$ cat config.mk
export PLATFORM = sky130hd
export DESIGN_NAME = sr_display_driver
export DESIGN_NICKNAME = d
export VERILOG_FILES = /design/src/rtl/sr_display_driver.sv
export SDC_FILE = /design/constraint.sdc
export NUM_CORES = 1
export LEC_CHECK = 0
export CORE_AREA = 2 2 74 76
export CTS_BUF_LIST = sky130_fd_sc_hd__clkbuf_2
export DETAILED_ROUTE_END_ITERATION = 8
export DIE_AREA = 0 0 76 78
export GPL_ROUTABILITY_DRIVEN = 1
export PLACE_DENSITY = 0.89
export SLEW_MARGIN = 20
export SYNTH_ARGS = -nofsm -noshare
export SYNTH_HDL_FRONTEND = slang
export SYNTH_SLANG_ARGS = --single-unit
export TNS_END_PERCENT = 5
$ cat constraint.sdc
create_clock -name clk -period 3.8 [get_ports clk]
set_input_delay 0.38 -clock clk [delete_from_list [all_inputs] [get_ports clk]]
set_output_delay 0.38 -clock clk [all_outputs]
set_load 0.005 [all_outputs]
$ cat src/rtl/sr_display_driver.sv
// Serialises a hex value (with optional minus sign or "Err") as a chain of
// 7-segment bytes into external shift registers, then pulses the storage latch.
module sr_display_driver #(
    parameter int DATA_WIDTH     = 16,
    parameter int NUM_DIGITS     = 5,
    parameter int SR_CLK_DIV     = 2,
    parameter int SEG_ACTIVE_LOW = 0
) (
    input  logic                  clk,
    input  logic                  rst,
    input  logic [DATA_WIDTH-1:0] i_data,
    input  logic                  i_data_is_neg,
    input  logic                  i_error,
    input  logic                  i_valid,
    output logic                  o_ready,
    output logic                  o_sr_data,
    output logic                  o_sr_clk,
    output logic                  o_sr_latch
);

    localparam int FRAME_W = NUM_DIGITS * 8;
    localparam int EXT_W   = (DATA_WIDTH > 4 * NUM_DIGITS) ? DATA_WIDTH : 4 * NUM_DIGITS;
    localparam int CNT_W   = $clog2(SR_CLK_DIV + 1);
    localparam int BIT_W   = $clog2(FRAME_W + 1);

    localparam logic [7:0] SEG_MINUS = 8'h40;
    localparam logic [7:0] SEG_E     = 8'h79;
    localparam logic [7:0] SEG_R     = 8'h50;
    localparam logic [7:0] SEG_BLANK = 8'h00;

    typedef enum logic [1:0] {IDLE, SHIFT_LO, SHIFT_HI, LATCH} state_t;

    state_t             state_q;
    logic [CNT_W-1:0]   cnt_q;
    logic [BIT_W-1:0]   bit_q;
    logic [FRAME_W-1:0] frame_q;
    logic [FRAME_W-1:0] frame_d;
    logic               sr_data_q;
    logic               sr_clk_q;
    logic               latch_q;
    logic               ready_q;

    logic [EXT_W-1:0]   data_ext;
    logic               minus_placed;
    logic               err_frame;
    logic [7:0]         seg;

    function automatic logic [7:0] hex_seg(input logic [3:0] n);
        case (n)
            4'h0: hex_seg = 8'h3F;
            4'h1: hex_seg = 8'h06;
            4'h2: hex_seg = 8'h5B;
            4'h3: hex_seg = 8'h4F;
            4'h4: hex_seg = 8'h66;
            4'h5: hex_seg = 8'h6D;
            4'h6: hex_seg = 8'h7D;
            4'h7: hex_seg = 8'h07;
            4'h8: hex_seg = 8'h7F;
            4'h9: hex_seg = 8'h6F;
            4'hA: hex_seg = 8'h77;
            4'hB: hex_seg = 8'h7C;
            4'hC: hex_seg = 8'h39;
            4'hD: hex_seg = 8'h5E;
            4'hE: hex_seg = 8'h79;
            default: hex_seg = 8'h71;
        endcase
    endfunction

    // Digit 0 is frame_d[7:0]; the minus lands on the first blanked digit above the MSD.
    always_comb begin
        data_ext     = EXT_W'(i_data);
        frame_d      = '0;
        minus_placed = 1'b0;
        seg          = SEG_BLANK;
        err_frame    = i_error || ((data_ext >> (4 * NUM_DIGITS)) != '0);
        for (int unsigned i = 0; i < NUM_DIGITS; i++) begin
            if (i == 0 || (data_ext >> (4 * i)) != '0) begin
                seg = hex_seg(data_ext[4*i +: 4]);
            end else if (i_data_is_neg && data_ext != '0 && !minus_placed) begin
                seg          = SEG_MINUS;
                minus_placed = 1'b1;
            end else begin
                seg = SEG_BLANK;
            end
            frame_d[8*i +: 8] = seg;
        end
        if (i_data_is_neg && data_ext != '0 && !minus_placed) begin
            err_frame = 1'b1;
        end
        if (err_frame) begin
            frame_d        = '0;
            frame_d[23:0]  = {SEG_E, SEG_R, SEG_R};
        end
        if (SEG_ACTIVE_LOW != 0) begin
            frame_d = ~frame_d;
        end
    end

    always_ff @(posedge clk) begin
        if (rst) begin
            state_q   <= IDLE;
            cnt_q     <= '0;
            bit_q     <= '0;
            frame_q   <= '0;
            sr_data_q <= 1'b0;
            sr_clk_q  <= 1'b0;
            latch_q   <= 1'b0;
            ready_q   <= 1'b1;
        end else begin
            case (state_q)
                IDLE: begin
                    if (i_valid && ready_q) begin
                        sr_data_q <= frame_d[FRAME_W-1];
                        frame_q   <= {frame_d[FRAME_W-2:0], 1'b0};
                        sr_clk_q  <= 1'b0;
                        cnt_q     <= '0;
                        bit_q     <= '0;
                        ready_q   <= 1'b0;
                        state_q   <= SHIFT_LO;
                    end
                end
                SHIFT_LO: begin
                    if (cnt_q == CNT_W'(SR_CLK_DIV - 1)) begin
                        cnt_q    <= '0;
                        sr_clk_q <= 1'b1;
                        state_q  <= SHIFT_HI;
                    end else begin
                        cnt_q <= cnt_q + CNT_W'(1);
                    end
                end
                SHIFT_HI: begin
                    if (cnt_q == CNT_W'(SR_CLK_DIV - 1)) begin
                        cnt_q    <= '0;
                        sr_clk_q <= 1'b0;
                        if (bit_q == BIT_W'(FRAME_W - 1)) begin
                            sr_data_q <= 1'b0;
                            latch_q   <= 1'b1;
                            state_q   <= LATCH;
                        end else begin
                            bit_q     <= bit_q + BIT_W'(1);
                            sr_data_q <= frame_q[FRAME_W-1];
                            frame_q   <= {frame_q[FRAME_W-2:0], 1'b0};
                            state_q   <= SHIFT_LO;
                        end
                    end else begin
                        cnt_q <= cnt_q + CNT_W'(1);
                    end
                end
                LATCH: begin
                    if (cnt_q == CNT_W'(SR_CLK_DIV - 1)) begin
                        cnt_q   <= '0;
                        latch_q <= 1'b0;
                        ready_q <= 1'b1;
                        state_q <= IDLE;
                    end else begin
                        cnt_q <= cnt_q + CNT_W'(1);
                    end
                end
                default: state_q <= IDLE;
            endcase
        end
    end

    assign o_ready    = ready_q & ~rst;
    assign o_sr_data  = sr_data_q;
    assign o_sr_clk   = sr_clk_q;
    assign o_sr_latch = latch_q;

endmodule
==> summary.md <==
| Metric | Value |
|---|---|
| Outcome | `completed` |
| Max Slew Vio Count | `0` |
| Flops & latches, synth | `53` |
| P per Cell Area | `323 nW/um2` |
| Critical Path Fanout Max | `20` |
| Share of the synthesized area in the top cell type | `0.327` |
| Clock skew | `0.0276 ns` |
| Max Freq | `402 MHz` |
| DRC viols | `0` |
| Pint | `0.000766 W` |
| Tcrit/Tclk final | `0.654` |
| Synth Flop Type | `dfxtp_1` |
| Cell taking the most area after synthesis | `dfxtp_1` |
| Total Routing Usage GR | `0.248` |
| Overflow after GRT | `0` |
| Top cells by area, synth | `dfxtp_1, ha_1, a21oi_1` |
| Final antenna-violating net count | `0` |
| I/O pins | `25` |
| Final hold vios | `0` |
| Clock power share | `0.194` |
| First-pass GRT wire length | `11.9 mm` |
| Cells after Synth | `400` |
| Fill cell count | `421` |
| H-tree Lvls | `2` |
| Mean Syn Cell Area | `8.10 um2` |
| Die area | `5930 um2` |
| Psw | `0.000371 W` |
| Hold WS | `0.459 ns` |
| Max Cap Viol | `0` |
| Clock Path Buffers | `2` |
| Layout cells sized above 1 | `0.0686` |
| Worst-margin pin slew | `0.826 ns` |
| Worst slew margin | `0.450` |
| Setup TNS | `0 ns` |
| Starting DRT DRC Count | `152` |
| Placed cells | `470` |
| Switching share of total power | `0.326` |
| Avg Vias per Cell | `6.11` |
| Die Y | `78 um` |
| RePlAce Congestion | `0.890` |
| VDD IR-drop max | `0.262 mV` |
| # diodes | `0` |
| Crit-path max cell delay | `0.74 ns` |
| WL per Instance | `14.7 um` |
| Area Overhead vs Synth | `8.61%` |
| CTS resizes | `0` |
| Combinational group share of total power | `0.249` |
| Initial antenna violation count | `0` |
| Non-filler cells in the finished layout | `478` |
| Core Area | `5040 um2` |
| Largest net degree at the start of global routing | `25` |
| Post-route minimum period | `2.49 ns` |
| Crit path kind | `register to register` |
| RSZ-0062 raised after global routing | `false` |
| CTS tree | `done` |
| CTS Hold Bufs | `0` |
| Std-Cell Rows | `26` |
| Fin area | `3520 um2` |
| Worst-Skew Late Latency | `0.47 ns` |
| Layout Nets | `448` |
| Slowest CP cell | `o31ai_4` |
| Static Leak | `1.33 nW` |
| Crit start category | `register` |
| Clk slew on worst S/H paths | `0.27 ns` |
| Chip width | `76 um` |
| Worst EP required | `4.18 ns` |
| Crit path cell chain | `nand3b_1, o31ai_4, buf_4, nor2_1, a211oi_1` |
| WL final | `7.01 mm` |
| Initial Util | `0.643` |
| Final setup vio count | `0` |
| Root Driver | `clkbuf_2` |
| Asr flop ratio synth | `0` |
| Synthesized Nets | `441` |
| CTS Buf Count | `5` |
| Distinct cells, synth | `51` |
| Post-synth top cells | `dfxtp_1, nand2_1, nor2_1` |
| CP arrival | `2.86 ns` |
| Dpl cell area | `3480 um2` |
| TritonRoute pass-1 iters | `4` |
| Dpl hpwl | `5.06 mm` |
| Register share of total power | `0.557` |
| Number of flops mapped to enable cells by yosys | `0` |
| Crit. End Element | `register` |
| Vias in the first global route | `2627` |
| Register area share after synthesis | `0.327` |
| Yosys warns | `0` |
| CTS Sinks | `53` |
| # port buffers | `24` |
| DR vias | `2920` |
| Post-CTS setup buffer count | `0` |
| Mapped Area | `3240 um2` |
| Most frequent cell after synthesis | `dfxtp_1` |
| HP Class | `register to register` |
## flip-flops by register name (all words and copies together) (netlist names)
name	cells
o_sr_data	1
o_sr_clk	1
state_q	2
cnt_q	2
o_sr_latch	1
frame_q	39
bit_q	6
ready_q	1
## metal layers
| layer | wire length, um | GRT usage |
|---|---|---|
| met1 | 3180 | 0.325 |
| met2 | 3320 | 0.404 |
| met3 | 351 | 0.0558 |
| met4 | 150 | 0.0909 |
| met5 | 0 | 0 |
## final timing paths
path                            cells past startpoint          end   startpoint  slack [ns]
worst max-delay path                                5  frame_q[31]   state_q[1]        1.31
worst min-delay path                                2  frame_q[16]  frame_q[15]        0.46
worst max register to register                      5  frame_q[31]   state_q[1]        1.31
worst min register to register                      2  frame_q[16]  frame_q[15]        0.46
## kinds of logic after synthesis
| family | Yosys count | share of synthesized area |
|---|---|---|
| adders and majority gates | 20 | 0.0772 |
| DFF | 53 | 0.327 |
| buffers and inverters | 45 | 0.0606 |
| xor gates and xnor gates | 3 | 0.00811 |
| and+or+nand+nor | 160 | 0.242 |
| AOI/OAI and AO/OA | 104 | 0.222 |
| muxes | 15 | 0.0622 |
## final cells by class
cell class / instances / area, um2 / share of cell area
Multi-Input combinational cell: 302 / 1990 / 0.565
Sequential cell: 53 / 1060 / 0.301
Timing Repair Buffer: 30 / 285 / 0.0811
Tap cell: 70 / 87.6 / 0.0249
Inverter: 15 / 56.3 / 0.0160
Clock buffer: 5 / 25.0 / 0.00711
Clock inverter: 3 / 17.5 / 0.00498
## cell usage in the layout, fill, tap and decap left out, drive strengths merged, types with 11 or more instances in the layout
cell           count
a21oi             36
clkdlybuf4s50     24
dfxtp             53
ha                20
inv               15
nand2             45
nand2b            11
nor2              44
nor3              21
## worst max-delay path: cells and delay by family, from the launching register on
kind	cells	cell delay (ns)
and+or+nand+nor	2	0.37
DFF	1	0.72
buffers and inverters	1	0.35
AOI/OAI and AO/OA	2	0.94
## metrics by stage
step / setup slack (ns) / util / total power, W
after floorplan: 1.89 / - / 0.000843
after global placement: 1.21 / 0.690 / 0.000910
after detailed placement: 1.12 / 0.690 / 0.000923
after CTS: 1.35 / 0.698 / 0.00114
after global routing: 1.09 / 0.698 / 0.00121
final: 1.31 / 0.698 / 0.00114
## power by group through the flow
| stage | Combinational (W) | Clock (W) | Sequential [W] |
|---|---|---|---|
| 2_1_floorplan | 0.000214 | 0 | 0.000629 |
| 3_3_place_gp | 0.000270 | 0 | 0.000640 |
| 3_5_place_dp | 0.000280 | 0 | 0.000643 |
| 4_1_cts | 0.000281 | 0.000228 | 0.000632 |
| 5_1_grt | 0.000317 | 0.000252 | 0.000639 |
| 6_report | 0.000283 | 0.000221 | 0.000633 |
Note: power is estimated with default switching activity, not from simulation.
